<file path="config.mk">
export PLATFORM = sky130hd
export DESIGN_NAME = ram8_bank_flat
export DESIGN_NICKNAME = d
export VERILOG_FILES = /design/src/rtl/ram8_bank_pkg.sv /design/src/rtl/ram8_bank_if.sv /design/src/rtl/ram8_bank_register_w.sv /design/src/rtl/ram8_bank.sv /design/src/flat_wrapper.sv
export SDC_FILE = /design/constraint.sdc
export NUM_CORES = 1
export LEC_CHECK = 0
export BUFFER_PORTS_ARGS = -buffer_cell sky130_fd_sc_hd__clkbuf_2
export CORE_ASPECT_RATIO = 0.5
export CORE_MARGIN = 2
export CORE_UTILIZATION = 56
export DETAILED_ROUTE_END_ITERATION = 10
export HOLD_SLACK_MARGIN = 0.15
export MAX_ROUTING_LAYER = met4
export PLACE_DENSITY = 0.75
export SYNTH_ARGS = -nofsm -noshare
export SYNTH_HDL_FRONTEND = slang
export SYNTH_SLANG_ARGS = --single-unit
export TNS_END_PERCENT = 20
</file>
<file path="constraint.sdc">
create_clock -name clock -period 2.4 [get_ports clock]
set_input_delay 0.36 -clock clock [delete_from_list [all_inputs] [get_ports clock]]
set_output_delay 0.36 -clock clock [all_outputs]
set_load 0.03 [all_outputs]
</file>
<file path="src/rtl/ram8_bank_pkg.sv">
// rtl/ram8_bank_pkg.sv - shared sizes, types and load-decode helper for the eight-word register bank
package ram8_bank_pkg;

    localparam int WORD_WIDTH     = 16;
    localparam int RAM8_ADDR_BITS = 3;
    localparam int RAM8_DEPTH     = 8;

    typedef logic [RAM8_ADDR_BITS-1:0] ram8_addr_t;
    typedef logic [RAM8_DEPTH-1:0]     ram8_sel_t;

    // 1-to-8 demultiplexer: routes a single strobe onto the addressed lane only
    function automatic ram8_sel_t demux8(input logic strobe, input ram8_addr_t addr);
        ram8_sel_t sel;
        sel       = '0;
        sel[addr] = strobe;
        return sel;
    endfunction

endpackage

</file>
<file path="src/rtl/ram8_bank_if.sv">
// rtl/ram8_bank_if.sv - write/read port bundle of the eight-word register bank
interface ram8_bank_if
    import ram8_bank_pkg::*;
#(
    parameter int WIDTH = WORD_WIDTH
);

    logic [WIDTH-1:0] in;
    logic             load;
    ram8_addr_t       address;
    logic [WIDTH-1:0] out;
    ram8_sel_t        written;

    modport master (
        output in,
        output load,
        output address,
        input  out,
        input  written
    );

    modport slave (
        input  in,
        input  load,
        input  address,
        output out,
        output written
    );

endinterface

</file>
<file path="src/rtl/ram8_bank_register_w.sv">
// rtl/ram8_bank_register_w.sv - WIDTH-bit loadable register with synchronous active-low clear
module register_w #(
    parameter int WIDTH = 16
) (
    input  logic             clock,
    input  logic             reset_n,
    input  logic             load_i,
    input  logic [WIDTH-1:0] d_i,
    output logic [WIDTH-1:0] q_o
);

    logic [WIDTH-1:0] q_q;

    // Clear takes priority over load so a write in a reset cycle is dropped
    always_ff @(posedge clock) begin
        if (!reset_n) begin
            q_q <= '0;
        end else if (load_i) begin
            q_q <= d_i;
        end
    end

    assign q_o = q_q;

endmodule

</file>
<file path="src/rtl/ram8_bank.sv">
// rtl/ram8_bank.sv - eight WIDTH-bit words with one-hot load routing, mux read and sticky written flags
module ram8_bank
    import ram8_bank_pkg::*;
#(
    parameter int WIDTH = WORD_WIDTH
) (
    input  logic        clock,
    input  logic        reset_n,
    ram8_bank_if.slave  bus
);

    ram8_sel_t        load_sel;
    ram8_sel_t        written_d;
    ram8_sel_t        written_q;
    logic [WIDTH-1:0] word_q [RAM8_DEPTH];

    assign load_sel = demux8(bus.load, bus.address);

    for (genvar g = 0; g < RAM8_DEPTH; g++) begin : g_word
        register_w #(
            .WIDTH (WIDTH)
        ) u_word (
            .clock   (clock),
            .reset_n (reset_n),
            .load_i  (load_sel[g]),
            .d_i     (bus.in),
            .q_o     (word_q[g])
        );
    end

    always_comb begin
        written_d = written_q | load_sel;
    end

    always_ff @(posedge clock) begin
        if (!reset_n) begin
            written_q <= '0;
        end else begin
            written_q <= written_d;
        end
    end

    // Read is purely combinational, so a same-cycle write is seen only after the edge
    assign bus.out     = word_q[bus.address];
    assign bus.written = written_q;

endmodule

</file>
<file path="src/flat_wrapper.sv">
// flat-port wrapper written by rule: the top's interface ports become plain ports
module ram8_bank_flat import ram8_bank_pkg::*;
#(
    parameter int WIDTH = WORD_WIDTH
)
  (clock, reset_n, bus_in, bus_load, bus_address, bus_out, bus_written);
  ram8_bank_if #(.WIDTH(WIDTH)) bus_i ();
  input  logic clock;
  input  logic reset_n;
  input wire logic [$bits(bus_i.in)-1:0] bus_in;
  input wire logic [$bits(bus_i.load)-1:0] bus_load;
  input wire logic [$bits(bus_i.address)-1:0] bus_address;
  output wire logic [$bits(bus_i.out)-1:0] bus_out;
  output wire logic [$bits(bus_i.written)-1:0] bus_written;
  assign bus_i.in = bus_in;
  assign bus_i.load = bus_load;
  assign bus_i.address = bus_address;
  assign bus_out = bus_i.out;
  assign bus_written = bus_i.written;
  ram8_bank #(.WIDTH(WIDTH)) u_core (.clock(clock), .reset_n(reset_n), .bus(bus_i));
endmodule
</file>
==> results.md, run 1 <==
* Final nets at 740
* Hold_sp: bus_in[6]
* Maximum level of the CTS H-tree at 4
* Worst-case headroom to the max-slew limit at 0.554
* Top-level port count at 46
* Initial standard-cell utilization of the core at 0.579
* Cell area after placement at 6610 um2
* Number of distinct library cell variants in the gate-level netlist after synthesis at 34
* Switch Pwr at 0.00128 W
* Buffers & Inverters on Critical Path at 3
* Post-CTS setup-driven buffer insertion count at 0
* Worst hold slack at 0.267 ns
* Kind of end point of the critical path: primary output
* Count of antenna diodes in the layout at 0
* Outcome: completed
* Fmax achieved at 449 MHz
* Critical Path, Cell by Cell: clkbuf_2 > buf_4 > mux2_2 > a32oi_1 > o221ai_1 > clkbuf_2
* RSZ-0062 raised after global routing: no
* Multiplexer share of the synthesized area at 0.111
* Signal arrival time at the worst endpoint at 1.87 ns
* Hold Path Class: in -> reg
* Post-Syn Area at 6400 um2
* GR Overflow Total at 0
* Number of failing setup endpoints in the final timing report at 0
* Crit share post-route at 0.929
* Cell count after placement at 844
* Number of cells produced by synthesis at 701
* Die boundary width at 155 um
* Gate family responsible for the most delay along the worst path: buffers and inverters
* Layout area overhead at 13.7%
* Maximum number of pins on one net before global-route repair at 137
* Number of clock sinks at 136
* Synth Net Count at 723
* Worst Max-Slew Pin Slew at 0.667 ns
* Clock tree from TritonCTS: done
* IO buf count at 45
* Wirelength, routed at 16.3 mm
* Slowest stage delay, CP at 0.35 ns
* Finished Layout Cells at 876
* Dominant combinational cell family by area after synthesis: simple AND/OR/NAND/NOR gates
* Share of final-layout standard cells stronger than drive strength 1 at 0.220
* Cell type of the slowest stage on the worst timing path: sky130_fd_sc_hd__clkbuf_2
* Compound-gate portion of the synthesized area at 0.192
* Bufs on Longest Clock Path at 2
* Most prevalent standard cell on the critical path: sky130_fd_sc_hd__clkbuf_2
* Via count at 5104
* GPL Wtd Cong at 0.856
* Setup crit start: bus_address[1]
* TritonCTS Buffers at 17
* Hold bufs inserted after CTS at 0
* Simple-gate share of the synthesized area at 0.194
* Library cell used as clock root buffer: sky130_fd_sc_hd__clkbuf_16
* Count of state elements after synthesis at 136
* Final worst clock skew at 0 ns
* Sort of element at the start of the critical path: primary input
* Fraction of power consumed by combinational cells at 0.072
* Row count at 27
* All-layer global routing usage at 0.285
* Max IR drop VDD at 0.527 mV
* Max capacitance violation total at 0
* Req. time, crit path at 2.04 ns
* Count of pins over their slew limit at 0
* Xor and xnor fraction of the mapped netlist area at 0
* Per-instance average area after synthesis at 9.13 um2
* Insertion delay to the later sink of the worst-skew pair at 0.42 ns
* DRC Markers at 0
* Register area share after synthesis at 0.425
* Fraction of power consumed by sequential logic at 0.411
* Final std cell area, no fill at 7280 um2
* Warnings from Yosys at 0
* Relative contribution of the clock network to total power at 0.517
* Classification of the worst setup path: in -> out
* Switching part of the total at 0.226
* Pint at 0.00439 W
* Power density normalized to cell area at 780 nW/um2
* First-pass GRT wire length at 25.8 mm
* Fin. Hold Viols at 0
* Die extent in y at 79.6 um
* Violation count after the first detailed-routing iteration at 499
* Worst-path maximum fanout at 13
* Average wire per standard cell at 18.6 um
* Critical R2R Launch: u_core.g_word[6].u_word.q_o[0]
* Filler cell count in the final layout at 890
* Placed wire-length estimate at 10.2 mm
* Antenna violations before repair at 0
* Post-layout minimum cycle time at 2.23 ns
* CTS-repair resized insts at 0
* Adder-cell area share of the yosys netlist at 0
* Remaining antenna violation count at 0
* Core outline area at 11000 um2
* Vias in the first global route at 4795
* Clock slew seen by the registers of the worst setup and hold paths at 0.05 ns
* Core occupancy in the finished layout at 0.659
* DRT Pass-1 Iters at 5
* Detail-routed via count per cell at 5.83
* Leakage power total at 2.65 nW
* Total Negative Setup Slacks at 0 ns
* Total die area at 12300 um2
## logic make-up after synthesis
family	Yosys count
buffers and inverters	77
AND/OR/NAND/NOR	287
AO/OA/AOI/OAI	159
multiplexers	42
flip-flops	136
## synthesized netlist by cell type
cell type                   count  share of area
sky130_fd_sc_hd__nand2_1      258           0.15
sky130_fd_sc_hd__dfxtp_1      136           0.43
sky130_fd_sc_hd__a21boi_0     101           0.12
sky130_fd_sc_hd__buf_4         24          0.028
sky130_fd_sc_hd__buf_2         22          0.017
sky130_fd_sc_hd__mux2_2        22          0.039
sky130_fd_sc_hd__clkbuf_1      19          0.011
sky130_fd_sc_hd__a21boi_1      18          0.021
sky130_fd_sc_hd__mux4_2        16          0.056
sky130_fd_sc_hd__buf_6         11          0.019
sky130_fd_sc_hd__a21boi_2       9          0.016
sky130_fd_sc_hd__a22oi_1        8         0.0094
sky130_fd_sc_hd__o21a_1         8         0.0094
sky130_fd_sc_hd__a32oi_1        5         0.0068
sky130_fd_sc_hd__o221ai_1       5         0.0068
sky130_fd_sc_hd__a21oi_1        4         0.0031
sky130_fd_sc_hd__mux4_1         4          0.016
sky130_fd_sc_hd__and3_1         3         0.0029
sky130_fd_sc_hd__and4b_1        3         0.0047
sky130_fd_sc_hd__and4bb_2       3         0.0059
sky130_fd_sc_hd__nand4b_2       3         0.0070
sky130_fd_sc_hd__nand4bb_1      3         0.0053
sky130_fd_sc_hd__nor2b_1        3         0.0029
sky130_fd_sc_hd__nand2_2        2         0.0020
sky130_fd_sc_hd__nor2_1         2         0.0012
sky130_fd_sc_hd__and2_0         1        0.00098
sky130_fd_sc_hd__and2_1         1        0.00098
sky130_fd_sc_hd__and4_1         1         0.0014
sky130_fd_sc_hd__inv_1          1        0.00059
sky130_fd_sc_hd__nand4_1        1        0.00098
sky130_fd_sc_hd__nor4b_4        1         0.0037
sky130_fd_sc_hd__nor4bb_1       1         0.0016
sky130_fd_sc_hd__o211ai_1       1         0.0012
sky130_fd_sc_hd__or4b_1         1         0.0016
## worst register-to-register path: cells and delay by family, from the launching register on
family / cells / cell delay, ns
DFF: 1 / 0.36
and+or+nand+nor: 1 / 0.06
AOI/OAI and AO/OA: 1 / 0.18
## layer usage
metal / vias to the layer above / wire [um] / GRT usage
met4: 0 / 231 / 0.0963
met1: 2514 / 7410 / 0.380
met5: - / 0 / -
met2: 169 / 7500 / 0.445
met3: 23 / 1150 / 0.0521
li1: 2398 / - / -
## metrics by stage
stage	power (W)	worst slack (ns)
final	0.00568	0.170
after global routing	0.00582	0.114
after CTS	0.00570	0.213
after detailed placement	0.00279	0.240
after global placement	0.00278	0.251
after floorplan	0.00268	0.394
## registers in the layout, summed over array words and instances (netlist names)
signal                    cells
u_core.bus.written            8
u_core.g_word.u_word.q_o    128
## worst paths after layout
kind	endpoint	slack, ns	cells past startpoint
max	bus_out[3]	0.17	6
min	u_core.g_word[0].u_word.q_o[6]	0.27	3
max reg2reg	u_core.g_word[6].u_word.q_o[0]	1.72	2
min reg2reg	u_core.g_word[7].u_word.q_o[15]	0.46	2
## power by group through the flow
stage | combinational, W | clock (W) | sequential (W)
floorplan | 0.000301 | 0 | 0.00238
global placement | 0.000398 | 0 | 0.00238
detailed placement | 0.000404 | 0 | 0.00238
CTS | 0.000405 | 0.00296 | 0.00233
global route | 0.000436 | 0.00305 | 0.00234
finish | 0.000408 | 0.00293 | 0.00233
## final cells by class
| class | instances | area (um2) | share of cell area |
|---|---|---|---|
| Clock buffer | 21 | 470 | 0.0647 |
| Clock inverter | 11 | 193 | 0.0265 |
| Inverter | 1 | 3.75 | 0.000516 |
| Multi-Input combinational cell | 488 | 3190 | 0.438 |
| Sequential cell | 136 | 2720 | 0.374 |
| Tap cell | 145 | 181 | 0.0249 |
| Timing Repair Buffer | 74 | 518 | 0.0712 |
## layout by cell type (no fill, tap or decap), types with 2 or more instances in the layout
cell type                      n
sky130_fd_sc_hd__nor2b_1       3
sky130_fd_sc_hd__mux4_2       16
sky130_fd_sc_hd__buf_4        23
sky130_fd_sc_hd__dfxtp_1     136
sky130_fd_sc_hd__nand4bb_1     3
sky130_fd_sc_hd__mux4_1        4
sky130_fd_sc_hd__a21boi_2      9
sky130_fd_sc_hd__o21a_1        8
sky130_fd_sc_hd__mux2_2       22
sky130_fd_sc_hd__a22oi_1       8
sky130_fd_sc_hd__buf_12        6
sky130_fd_sc_hd__and4bb_2      3
sky130_fd_sc_hd__nand2_1     258
sky130_fd_sc_hd__a32oi_1       5
sky130_fd_sc_hd__a21oi_1       4
sky130_fd_sc_hd__o221ai_1      5
sky130_fd_sc_hd__and3_1        3
sky130_fd_sc_hd__nand2_2       2
sky130_fd_sc_hd__clkinv_2      2
sky130_fd_sc_hd__nor2_1        2
sky130_fd_sc_hd__clkbuf_2     44
sky130_fd_sc_hd__clkbuf_8      3
sky130_fd_sc_hd__clkbuf_16    17
sky130_fd_sc_hd__clkinvlp_4    2
sky130_fd_sc_hd__a21boi_1     18
sky130_fd_sc_hd__a21boi_0    101
sky130_fd_sc_hd__bufinv_16     5
sky130_fd_sc_hd__nand4b_2      3
sky130_fd_sc_hd__and4b_1       3
No activity file was read; power rests on OpenSTA's default activity.
==> run 2, diff against run 1 <==
Clock period 2.4 ns to 2.65 ns, I/O delays scaled along.
==> run 2 against run 1 <==
Effect of this change:
- flip-flop and latch count unchanged
- clock power decreased by 11%
- worst setup slack improved by 0.14 ns
- global-route usage increased by 1.4 points
- critical path depth decreased by 1
- final cell count decreased by 0.11%
- count of clock-buffer cells in the layout decreased by 1
- die area unchanged
- clock skew unchanged
- register-to-register slack improved by 0.11 ns
- non-clock buffer count decreased by 1
- largest power group unchanged
==> results.md, run 2 (same netlist as run 1, synthesis figures left out) <==
* TritonCTS Buffers at 17 (unchanged)
* Count of antenna diodes in the layout at 0 (unchanged)
* Fraction of power consumed by sequential logic at 0.414 (was 0.411)
* Relative contribution of the clock network to total power at 0.514 (was 0.517)
* Destination of the worst hold path: u_core.g_word[1].u_word.q_o[13] (was u_core.g_word[0].u_word.q_o[6])
* Remaining antenna violation count at 0 (unchanged)
* Fraction of power consumed by combinational cells at 0.072 (about the same)
* Worst-case headroom to the max-slew limit at 0.557 (was 0.554)
* Total die area at 12300 um2 (unchanged)
* Worst hold slack at 0.312 ns (was 0.267 ns)
* Switch Pwr at 0.00115 W (was 0.00128 W)
* Die extent in y at 79.6 um (unchanged)
* Met3 capacity usage during global routing at 0.0706 (was 0.0521)
* Filler cell count in the final layout at 880 (was 890)
* GPL Wtd Cong at 0.848 (was 0.856)
* Library cell used as clock root buffer: sky130_fd_sc_hd__clkbuf_16 (unchanged)
* Finished Layout Cells at 875 (was 876)
* Layout area overhead at 13.2% (was 13.7%)
* Core outline area at 11000 um2 (unchanged)
* Core occupancy in the finished layout at 0.656 (was 0.659)
* Multi-input combinational cell area at 3190 um2 (unchanged)
* Max IR drop VDD at 0.549 mV (was 0.527 mV)
* Sort of element at the start of the critical path: primary input (unchanged)
* Share of final-layout standard cells stronger than drive strength 1 at 0.219 (was 0.220)
* Number of failing setup endpoints in the final timing report at 0 (unchanged)
* Maximum number of pins on one net before global-route repair at 137 (unchanged)
* Detail-routed via count per cell at 5.95 (was 5.83)
* Insertion delay to the later sink of the worst-skew pair at 0.41 ns (was 0.42 ns)
* Busiest metal layer after global routing: met2 (unchanged)
* Crit share post-route at 0.884
* Antenna violations before repair at 0 (unchanged)
* GR Overflow Total at 0 (unchanged)
* Critical R2R Launch: u_core.g_word[5].u_word.q_o[2] (was u_core.g_word[6].u_word.q_o[0])
* First-pass GRT wire length at 27.0 mm (was 25.8 mm)
* Highest-count cells in the layout ignoring fill and taps: sky130_fd_sc_hd__nand2_1 (258), sky130_fd_sc_hd__dfxtp_1 (136), sky130_fd_sc_hd__a21boi_0 (101) (unchanged)
* Total Negative Setup Slacks at 0 ns (unchanged)
* CTS-repair resized insts at 0 (unchanged)
* Classification of the worst setup path: in -> out (unchanged)
* Hold bufs inserted after CTS at 0 (unchanged)
* Violation count after the first detailed-routing iteration at 453 (was 499)
* Worst-path maximum fanout at 10 (was 13)
* Met1 Use GR at 0.385 (was 0.380)
* Cell count after placement at 843 (was 844)
* Fmax achieved at 427 MHz
* All-layer global routing usage at 0.299 (was 0.285)
* Post-layout minimum cycle time at 2.34 ns
* Hold Path Class: in -> reg (unchanged)
* Outcome: completed (unchanged)
* Average wire per standard cell at 19.5 um (was 18.6 um)
* Sequential Area at 2720 um2 (unchanged)
* Post-CTS setup-driven buffer insertion count at 0 (unchanged)
* Met2 Track Usage GR at 0.466 (was 0.445)
* RSZ-0062 raised after global routing: no (unchanged)
* Clock slew seen by the registers of the worst setup and hold paths at 0.06 ns (was 0.05 ns)
* Fin. Hold Viols at 0 (unchanged)
* Power density normalized to cell area at 705 nW/um2 (was 780 nW/um2)
* Hold_sp: bus_in[13] (was bus_in[6])
* Top-level port count at 46 (unchanged)
* Kind of end point of the critical path: primary output (unchanged)
* Count of pins over their slew limit at 0 (unchanged)
* Length in cells of the worst reg-to-reg path at 2 (unchanged)
* Clock tree from TritonCTS: done (unchanged)
* Min-Delay Path Depth at 3 (unchanged)
* End of the worst register-to-register path: u_core.g_word[5].u_word.q_o[2] (was u_core.g_word[6].u_word.q_o[0])
* Setup slack on the worst flop-to-flop path at 1.83 ns (was 1.72 ns)
* Signal arrival time at the worst endpoint at 1.95 ns (was 1.87 ns)
* Worst Max-Slew Pin Slew at 0.663 ns (was 0.667 ns)
* Switching part of the total at 0.226 (about the same)
* Req. time, crit path at 2.25 ns (was 2.04 ns)
* Max capacitance violation total at 0 (unchanged)
* Most common library cell in the layout ignoring fill and taps: sky130_fd_sc_hd__nand2_1 (unchanged)
* Placed wire-length estimate at 10.8 mm (was 10.2 mm)
* Leakage power total at 2.64 nW (was 2.65 nW)
* Wirelength, routed at 17.1 mm (was 16.3 mm)
* Pint at 0.00395 W (was 0.00439 W)
* Number of clock sinks at 136 (unchanged)
* DRT Pass-1 Iters at 5 (unchanged)
* Bufs on Longest Clock Path at 2 (unchanged)
* Final nets at 739 (was 740)
* Final worst clock skew at 0 ns (unchanged)
* Vias in the first global route at 5068 (was 4795)
* Row count at 27 (unchanged)
* IO buf count at 45 (unchanged)
* Via count at 5209 (was 5104)
* Die boundary width at 155 um (unchanged)
* Number of flip-flops under the largest register name at 128 (unchanged)
* DRC Markers at 0 (unchanged)
* Initial standard-cell utilization of the core at 0.579 (unchanged)
* Maximum level of the CTS H-tree at 4 (unchanged)
* Final Power at 0.00511 W (was 0.00568 W)
==> run 2: how the worst max path moves through the flow <==
stage,startpoint,endpoint,slack [ns],depth (start not counted)
detailed placement,bus_address[0],bus_out[10],0.30,5
global route,bus_address[0],bus_out[10],0.23,5
CTS,bus_address[0],bus_out[10],0.30,5
finish,bus_address[0],bus_out[10],0.31,5
floorplan,bus_address[0],bus_out[3],0.57,7
global placement,bus_address[0],bus_out[6],0.32,5
==> run 2: metal layers <==
layer | vias up | routed length, um | share of wire
li1 | 2403 | - | -
met1 | 2541 | 7510 | 0.44
met2 | 209 | 7770 | 0.46
met3 | 56 | 1250 | 0.073
met4 | 0 | 529 | 0.031
met5 | - | 0 | 0
==> run 2: cell type report <==
type / instances / area share
clock buffers: 20 / 0.0630
clock inverters: 12 / 0.0271
inverters: 1 / 0.000518
multi-input cells: 488 / 0.440
flip-flops and latches: 136 / 0.376
well taps: 145 / 0.0250
repair buffers: 73 / 0.0687
==> run 2: power groups by stage <==
stage / combinational, W / clock, W / sequential (W)
CTS: 0.000366 / 0.00264 / 0.00211
global placement: 0.000358 / 0 / 0.00216
detailed placement: 0.000364 / 0 / 0.00216
global route: 0.000397 / 0.00274 / 0.00212
finish: 0.000369 / 0.00262 / 0.00211
floorplan: 0.000273 / 0 / 0.00216
==> run 2: stage by stage <==
step	cell area [um2]	setup WS, ns
4_1_cts	7250	0.296
5_1_grt	7250	0.232
2_1_floorplan	6400	0.569
3_5_place_dp	6590	0.302
3_3_place_gp	6590	0.319
6_report	7250	0.307
==> run 2: critical path, cell delays in order <==
cell,delay (ns)
sky130_fd_sc_hd__clkbuf_2,0.29
sky130_fd_sc_hd__buf_12,0.19
sky130_fd_sc_hd__mux4_1,0.57
sky130_fd_sc_hd__mux2_2,0.30
sky130_fd_sc_hd__clkbuf_2,0.19
==> run 3, diff against run 2 <==
Settings changed: CORE_MARGIN 2 to 3.
Clock period 2.65 ns to 3 ns, I/O delays scaled along.
==> run 3 against run 2 <==
Effect of this change:
- clock skew did not move
- sequential share of layout area rose by 0.61 points
- routed wire length fell by 0.92%
- via count fell by 1.6%
- flip-flop and latch count did not move
- critical path depth did not move
- critical endpoint is now bus_out[3]
==> results.md, run 3 (same netlist as run 1, synthesis figures left out) <==
* Outcome: completed (unchanged)
* Crit share post-route at 0.855
* Number of flip-flops under the largest register name at 128 (unchanged)
* Total die area at 12800 um2 (was 12300 um2)
* IO buf count at 45 (unchanged)
* Vias in the first global route at 4994 (was 5068)
* Top-level port count at 46 (unchanged)
* Fmax achieved at 390 MHz
* Wirelength, routed at 16.9 mm (was 17.1 mm)
* Initial standard-cell utilization of the core at 0.600 (was 0.579)
* Fin. Hold Viols at 0 (unchanged)
* TritonCTS Buffers at 17 (unchanged)
* DRT Pass-1 Iters at 7 (was 5)
* Row count at 26 (was 27)
* Post-layout minimum cycle time at 2.56 ns
* Leakage power total at 2.56 nW (was 2.64 nW)
* Core outline area at 10700 um2 (was 11000 um2)
* Maximum level of the CTS H-tree at 4 (unchanged)
* Worst-case headroom to the max-slew limit at 0.384 (was 0.557)
* CTS-repair resized insts at 0 (unchanged)
* GPL Wtd Cong at 0.815 (was 0.848)
* Clock slew seen by the registers of the worst setup and hold paths at 0.06 ns (about the same)
* Library cell used as clock root buffer: sky130_fd_sc_hd__clkbuf_16 (unchanged)
* Post-CTS setup-driven buffer insertion count at 0 (unchanged)
* GR Overflow Total at 0 (unchanged)
* Clock tree from TritonCTS: done (unchanged)
* RSZ-0062 raised after global routing: no (unchanged)
* Share of final-layout standard cells stronger than drive strength 1 at 0.206 (was 0.219)
* Kind of end point of the critical path: primary output (unchanged)
* Cell type of the slowest stage on the worst timing path: sky130_fd_sc_hd__clkbuf_2 (was sky130_fd_sc_hd__mux4_1)
* Most prevalent standard cell on the critical path: sky130_fd_sc_hd__clkbuf_2 (unchanged)
* Bufs on Longest Clock Path at 2 (unchanged)
* Remaining antenna violation count at 0 (unchanged)
* Die extent in y at 81.6 um (was 79.6 um)
* Highest-count cells in the layout ignoring fill and taps: sky130_fd_sc_hd__nand2_1 (258), sky130_fd_sc_hd__dfxtp_1 (136), sky130_fd_sc_hd__a21boi_0 (101) (unchanged)
* Detail-routed via count per cell at 5.98 (was 5.95)
* Sequential Area at 2720 um2 (unchanged)
* Number of failing setup endpoints in the final timing report at 0 (unchanged)
* First-pass GRT wire length at 26.4 mm (was 27.0 mm)
* Slowest stage delay, CP at 0.45 ns (was 0.57 ns)
* Insertion delay to the later sink of the worst-skew pair at 0.42 ns (was 0.41 ns)
* Sort of element at the start of the critical path: primary input (unchanged)
* Antenna violations before repair at 0 (unchanged)
* Hold Path Class: in -> reg (unchanged)
* Critical Path, Cell by Cell: clkbuf_2 > and2_0 > a22oi_1 > o221ai_1 > clkbuf_2 (was clkbuf_2 > buf_12 > mux4_1 > mux2_2 > clkbuf_2)
* Multi-input combinational cell area at 3190 um2 (unchanged)
* Worst hold slack at 0.364 ns (was 0.312 ns)
* Final worst clock skew at 0 ns (unchanged)
* Power density normalized to cell area at 627 nW/um2 (was 705 nW/um2)
* Worst-path maximum fanout at 22 (was 10)
* Count of pins over their slew limit at 0 (unchanged)
* Final nets at 726 (was 739)
* Total Negative Setup Slacks at 0 ns (unchanged)
* Max capacitance violation total at 0 (unchanged)
* Maximum number of pins on one net before global-route repair at 79 (was 137)
* Signal arrival time at the worst endpoint at 2.11 ns (was 1.95 ns)
* Number of clock sinks at 136 (unchanged)
* Via count at 5124 (was 5209)
* Placed wire-length estimate at 10.2 mm (was 10.8 mm)
* Max IR drop VDD at 0.332 mV (was 0.549 mV)
* Violation count after the first detailed-routing iteration at 576 (was 453)
* Die boundary width at 157 um (was 155 um)
* Req. time, crit path at 2.55 ns (was 2.25 ns)
* Layout area overhead at 11.4% (was 13.2%)
* Most common library cell in the layout ignoring fill and taps: sky130_fd_sc_hd__nand2_1 (unchanged)
* Average wire per standard cell at 19.7 um (was 19.5 um)
* Worst Max-Slew Pin Slew at 0.923 ns (was 0.663 ns)
* Core occupancy in the finished layout at 0.668 (was 0.656)
* All-layer global routing usage at 0.280 (was 0.299)
* Filler cell count in the final layout at 888 (was 880)
* Classification of the worst setup path: in -> out (unchanged)
* Hold bufs inserted after CTS at 0 (unchanged)
* DRC Markers at 0 (unchanged)
* Count of antenna diodes in the layout at 0 (unchanged)
==> run 3: cell types whose count changed in the layout (fill, tap and decap cells not counted) <==
cell / delta
sky130_fd_sc_hd__buf_2: -1
sky130_fd_sc_hd__buf_4: -12
sky130_fd_sc_hd__bufinv_16: -1
sky130_fd_sc_hd__clkbuf_1: -1
sky130_fd_sc_hd__clkbuf_8: -2
sky130_fd_sc_hd__clkinv_2: -3
sky130_fd_sc_hd__clkinv_4: +1
sky130_fd_sc_hd__clkinvlp_4: +1
sky130_fd_sc_hd__inv_6: +4
sky130_fd_sc_hd__inv_8: +1
==> run 3: metrics by stage <==
step           std cells  power [W]  setup WS (ns)  instance area [um2]
3_5_place_dp         825    0.00222          0.529                 6490
4_1_cts              857    0.00448          0.530                 7130
2_1_floorplan        701    0.00215          0.814                 6400
6_report             857    0.00447          0.436                 7130
3_3_place_gp         825    0.00221          0.577                 6490
5_1_grt              857    0.00458          0.394                 7130
==> run 3: path summary, 6_finish.rpt <==
kind	slack (ns)	depth (start not counted)	startpoint	to
max reg2reg	2.27	2	u_core.g_word[0].u_word.q_o[0]	u_core.g_word[0].u_word.q_o[0]
min reg2reg	0.45	2	u_core.g_word[2].u_word.q_o[5]	u_core.g_word[2].u_word.q_o[5]
min	0.36	3	bus_in[10]	u_core.g_word[7].u_word.q_o[10]
max	0.44	5	bus_address[1]	bus_out[3]
==> run 3: where the power goes <==
part	internal, W	switching, W
clock network	0.00141	0.000869
logic	0.000121	0.000201
registers	0.00185	0.0000205
total	0.00338	0.00109
==> run 3: cell type report <==
cell class	count	area share
clock buffer	17	0.0597
clock inverter	15	0.0300
inverter	1	0.000526
multi-input combinational	488	0.447
sequential	136	0.382
tap	140	0.0246
timing repair buffer	60	0.0565
==> run 3: layer usage <==
layer  GRT usage  wire length (um)  vias up
li1            -                 -     2375
met1       0.364              7500     2494
met2       0.437              7660      216
met3      0.0547              1410       39
met4       0.113               337        0
met5           -                 0        -
==> run 3: critical path: cells and delay by family <==
kind	cells	cell delay, ns
AO/OA/AOI/OAI	2	0.48
AND/OR/NAND/NOR	1	0.44
buffers and inverters	2	0.73
